==> src/rtl/sample_repeater_if.sv <==
// sample_repeater_if: AXI-Stream beat bundle (data, last, valid/ready)
interface sample_repeater_if #(parameter int DATA_W = 32);
  logic [DATA_W-1:0] tdata;
  logic tlast;
  logic tvalid;
  logic tready;
  modport master (output tdata, tlast, tvalid, input tready);
  modport slave (input tdata, tlast, tvalid, output tready);
endinterface

==> src/rtl/sample_repeater.sv <==
// sample_repeater: emits each accepted AXI-Stream word R times, with a per-beat repetition index
module sample_repeater #(
  parameter int DATA_W = 32,
  parameter int CNT_W = 4,
  parameter int LAST_EVERY = 0
) (
  input  logic clk,
  input  logic reset_n,
  input  logic [CNT_W-1:0] cfg_repeat,
  sample_repeater_if.slave in_s,
  sample_repeater_if.master out_m,
  output logic [CNT_W-1:0] out_rep_idx
);
  typedef enum logic {EMPTY = 1'b0, FULL = 1'b1} state_t;
  state_t state_q, state_d;
  logic [DATA_W-1:0] data_q, data_d;
  logic last_q, last_d;
  logic [CNT_W-1:0] rep_q, rep_d, cnt_q, cnt_d;
  logic final_beat, in_xfer, out_xfer;
  assign final_beat = cnt_q == rep_q - CNT_W'(1);
  // Accepting on the final consumed beat gives back-to-back words with no bubble
  assign in_s.tready = reset_n && (state_q == EMPTY || (out_m.tready && final_beat));
  assign in_xfer = in_s.tvalid && in_s.tready;
  assign out_xfer = out_m.tvalid && out_m.tready;
  assign out_m.tvalid = state_q == FULL;
  assign out_m.tdata = data_q;
  assign out_m.tlast = state_q == FULL && last_q && (LAST_EVERY != 0 || final_beat);
  assign out_rep_idx = cnt_q;
  always_comb begin
    state_d = state_q;
    data_d = data_q;
    last_d = last_q;
    rep_d = rep_q;
    cnt_d = cnt_q;
    if (in_xfer) begin
      state_d = FULL;
      data_d = in_s.tdata;
      last_d = in_s.tlast;
      rep_d = cfg_repeat == '0 ? CNT_W'(1) : cfg_repeat;
      cnt_d = '0;
    end else if (out_xfer) begin
      state_d = final_beat ? EMPTY : FULL;
      cnt_d = final_beat ? '0 : cnt_q + CNT_W'(1);
    end
  end
  always_ff @(posedge clk or negedge reset_n) begin
    if (!reset_n) begin
      state_q <= EMPTY;
      data_q <= '0;
      last_q <= 1'b0;
      rep_q <= CNT_W'(1);
      cnt_q <= '0;
    end else begin
      state_q <= state_d;
      data_q <= data_d;
      last_q <= last_d;
      rep_q <= rep_d;
      cnt_q <= cnt_d;
    end
  end
endmodule

==> src/flat_wrapper.sv <==
// flat-port wrapper written by rule: the top's interface ports become plain ports
module sample_repeater_flat 
#(
  parameter int DATA_W = 32,
  parameter int CNT_W = 4,
  parameter int LAST_EVERY = 0
)
  (clk, reset_n, cfg_repeat, out_rep_idx, in_s_tdata, in_s_tlast, in_s_tvalid, in_s_tready, out_m_tdata, out_m_tlast, out_m_tvalid, out_m_tready);
  sample_repeater_if #(.DATA_W(DATA_W)) in_s_i ();
  sample_repeater_if #(.DATA_W(DATA_W)) out_m_i ();
  input  logic clk;
  input  logic reset_n;
  input  logic [CNT_W-1:0] cfg_repeat;
  output logic [CNT_W-1:0] out_rep_idx;
  input wire logic [$bits(in_s_i.tdata)-1:0] in_s_tdata;
  input wire logic [$bits(in_s_i.tlast)-1:0] in_s_tlast;
  input wire logic [$bits(in_s_i.tvalid)-1:0] in_s_tvalid;
  output wire logic [$bits(in_s_i.tready)-1:0] in_s_tready;
  output wire logic [$bits(out_m_i.tdata)-1:0] out_m_tdata;
  output wire logic [$bits(out_m_i.tlast)-1:0] out_m_tlast;
  output wire logic [$bits(out_m_i.tvalid)-1:0] out_m_tvalid;
  input wire logic [$bits(out_m_i.tready)-1:0] out_m_tready;
  assign in_s_i.tdata = in_s_tdata;
  assign in_s_i.tlast = in_s_tlast;
  assign in_s_i.tvalid = in_s_tvalid;
  assign in_s_tready = in_s_i.tready;
  assign out_m_tdata = out_m_i.tdata;
  assign out_m_tlast = out_m_i.tlast;
  assign out_m_tvalid = out_m_i.tvalid;
  assign out_m_i.tready = out_m_tready;
  sample_repeater #(.DATA_W(DATA_W), .CNT_W(CNT_W), .LAST_EVERY(LAST_EVERY)) u_core (.clk(clk), .reset_n(reset_n), .cfg_repeat(cfg_repeat), .in_s(in_s_i), .out_m(out_m_i), .out_rep_idx(out_rep_idx));
endmodule
==> config.mk <==
export PLATFORM = sky130hd
export DESIGN_NAME = sample_repeater_flat
export DESIGN_NICKNAME = d
export VERILOG_FILES = /design/src/rtl/sample_repeater_if.sv /design/src/rtl/sample_repeater.sv /design/src/flat_wrapper.sv
export SDC_FILE = /design/constraint.sdc
export NUM_CORES = 1
export LEC_CHECK = 0
export CORE_MARGIN = 2
export CORE_UTILIZATION = 41
export CTS_CLUSTER_SIZE = 25
export DETAILED_ROUTE_END_ITERATION = 10
export GPL_TIMING_DRIVEN = 0
export PLACE_DENSITY = 0.77
export SLEW_MARGIN = 20
export SYNTH_ARGS = -nofsm -noshare
export SYNTH_HDL_FRONTEND = slang
export SYNTH_SLANG_ARGS = --single-unit
==> constraint.sdc <==
create_clock -name clk -period 2.6 [get_ports clk]
set_input_delay 0.39 -clock clk [delete_from_list [all_inputs] [get_ports clk]]
set_output_delay 0.39 -clock clk [all_outputs]
set_load 0.005 [all_outputs]
==> metrics.cfg <==
[yosys]
ys_top_cells_by_area = dfrtp_1 53%, mux2_4 23%, buf_12 4.1%
synth.most_common_cell = dfrtp_1
synthArstFlopShare = 1.00
ys.flop_type = dfrtp_1
synth_edf_count = 0
synth_area_mm2 = 0.00193
synth-seq-cells = 42
synthCells = 123
yosys_warnings = 0
ys_seq_area_frac = 0.545
synth.largest_area_cell = dfrtp_1
synth.top_cells.by_count = 41 x dfrtp_1, 29 x mux2_4, 7 x mux2_2
yosysUniqueCellTypes = 27
syn_nets = 166
syn_area_per_cell_um2 = 15.7
synth.top_cell.area_share = 0.531

[power]
p_leak_nw = 1.31
ir_drop_mv = 0.698
cellPowerDensity_mw_per_mm2 = 1160

[routing]
vias = 1327
drtPass1Iterations = 4
via_per_inst = 4.95
wl_per_cell_um = 16.0
drtIter0Drc = 61
ant_nets = 0
drc = 0
drt-total-wl_mm = 4.28

[grt]
grtUsageTotal = 0.175
antenna_found_initial = 0
grt_pass1_wl_mm = 7.00
grt_max_degree = 28
grt-ovfl-total = 0
grt_pass1_vias = 1436

[worst_setup_path]
path_delay_family = flip-flops
critPathRequiredTime_ns = 2.21
cp_max_fo = 2
slowest_stage = dfstp_2
cp.buffers_inverters = 3
reg2reg_depth = 11
worst-path-stages = 8
path_cells = inv_1 -> ha_4 -> xor2_1 -> nand3_2 -> buf_4 -> o31ai_4 -> and2_4 -> clkdlybuf4s15_1
arrival_ns = 2.14
crit_type = reg2out
end_kind = primary output
worst_path_largest_cell_delay_ns = 0.53
startpoint_type = register

[clock_network]
clock-root-buffer = clkbuf_8
cts-buffers-inserted = 5
hold_buffers = 0
cts.clk_slew.worst_paths_ns = 0.07
clkLatencyLatePin_ns = 0.29
cts_buffer_depth = 2
cts_max_level = 2
cts_tree = yes
cts.sinks = 42

[floorplanning]
ioPinCount = 80
initial_utilization = 0.435
rows = 24
core_mm2 = 0.00444
die_area_mm2 = 0.00528
die_width_um = 72.6
die_h_um = 72.6

[timing]
worstMarginPinSlew_ns = 0.525
setup_violations = 0
finalHoldViolations = 0
relSlewSlack = 0.647
fin_crit_sh = 0.975
maxSlewViolCount = 0
setup_tns_ns = 0
max_freq_mhz = 395
period_needed_ns = 2.53
fin_ws_ns = 0.0657
timing.hold.ws_ns = 0.0352
clock_skew_ns = 0.00359

[final_layout]
layout-area-overhead-vs-synth_pct = 52.8
antennaDiodeCount = 0
nNetsFinal = 258
fillers = 330
drive_above_1_share = 0.287
fin_area_mm2 = 0.00295

[min_path]
hp-class = in2async

[run_status]
outcome = complete, no violations

[placement]
finalWeightedCongestion = 0.869
io_buffers = 79
dp_slack_ns = -0.0182
placed_area_mm2 = 0.00280
hpwlAfterDp_mm = 3.11

[job]
max-cap-violations = 0

## stage by stage
step	utilization	std cells	total power, W
3_3_place_gp	0.627	254	0.00281
2_1_floorplan	-	123	0.00206
5_1_grt	0.664	268	0.00364
4_1_cts	0.659	267	0.00342
6_report	0.664	268	0.00343
3_5_place_dp	0.631	255	0.00289
## cells in the final DEF, fill, tap and decap left out, drive strengths merged
| cell | count |
|---|---|
| clkdlybuf4s50 | 76 |
| a21oi | 3 |
| buf | 11 |
| a22o | 1 |
| nor2 | 6 |
| dlygate4sd2 | 1 |
| nand3 | 1 |
| o31ai | 2 |
| a32o | 1 |
| clkinv | 1 |
| clkdlybuf4s15 | 1 |
| a21o | 1 |
| and3 | 2 |
| mux2 | 36 |
| clkbuf | 7 |
| and2 | 3 |
| ha | 2 |
| inv | 3 |
| a211o | 1 |
| nand2 | 6 |
| nand4 | 1 |
| xnor2 | 2 |
| xnor3 | 1 |
| dfrtp | 41 |
| dfstp | 1 |
| xor2 | 2 |
| nor3 | 3 |
## worst register-to-register path: cells and delay by family, from the launching register on
| kind | cells | cell delay (ns) |
|---|---|---|
| multiplexers | 1 | 0.31 |
| XOR/XNOR | 1 | 0.17 |
| AND/OR/NAND/NOR | 2 | 0.24 |
| adder cells (fa/ha/maj) | 1 | 0.27 |
| flip-flops | 1 | 0.53 |
| buffers and inverters | 5 | 0.69 |
| AO/OA/AOI/OAI | 1 | 0.23 |
## worst paths after layout
path	end	from	slack, ns
setup / recovery	in_s_tready	u_core.rep_q[0]	0.07
hold / removal	u_core.out_rep_idx[3]	reset_n	0.04
setup reg to reg	u_core.out_m.tdata[29]	u_core.rep_q[0]	0.07
hold reg to reg	u_core.last_q	u_core.last_q	0.51
max in group asynchronous	u_core.rep_q[0]	reset_n	2.00
min in group clk	u_core.last_q	u_core.last_q	0.51
## metal layers
metal | share of wire | up-vias | track usage
met5 | 0 | - | 0
met1 | 0.40 | 638 | 0.213
met2 | 0.49 | 70 | 0.287
met3 | 0.089 | 8 | 0.0704
met4 | 0.019 | 0 | 0.0514
li1 | - | 611 | -
## what timing repair did
action	CTS	global route
pin swaps	4	2
setup buffers	4	1
endpoints found under the hold margin	0	0
setup endpoints to repair	2	30
gates resized for setup	4	3
## final cells by class
cell class                      instances  area, um^2  area share
Sequential cell                        42        1050       0.357
Timing Repair Buffer                   85         842       0.285
Multi-Input combinational cell         74         810       0.274
Clock buffer                            7        86.3      0.0292
Buffer                                  4        80.1      0.0271
Tap cell                               52        65.1      0.0220
Inverter                                3        11.3     0.00382
Clock inverter                          1        5.00     0.00170
## kinds of logic (layout without fill, tap and decap cells)
family | after synthesis | in the layout | synth area share
mux | 36 | 36 | 0.266
flops | 42 | 42 | 0.545
xor+xnor | 5 | 5 | 0.0298
simple gates | 22 | 22 | 0.0583
fa+ha+maj | 2 | 2 | 0.0130
compound gates | 9 | 9 | 0.0408
buf+inv | 7 | 100 | 0.0473
## flip-flops by register name (all words and copies together) (netlist names)
register / flops
u_core.rep_q: 4
u_core.out_m.tdata: 32
u_core.out_rep_idx: 4
u_core.out_m.tvalid: 1
u_core.last_q: 1
## report_power, final
group | switching [W] | total, W | leakage (nW) | internal [W]
Sequential | 0.000236 | 0.00122 | 0.509 | 0.000983
Clock | 0.000209 | 0.000423 | 0.0482 | 0.000214
Combinational | 0.000557 | 0.00179 | 0.748 | 0.00123
Total | 0.00100 | 0.00343 | 1.31 | 0.00243
(Power assumes the default switching activity.)
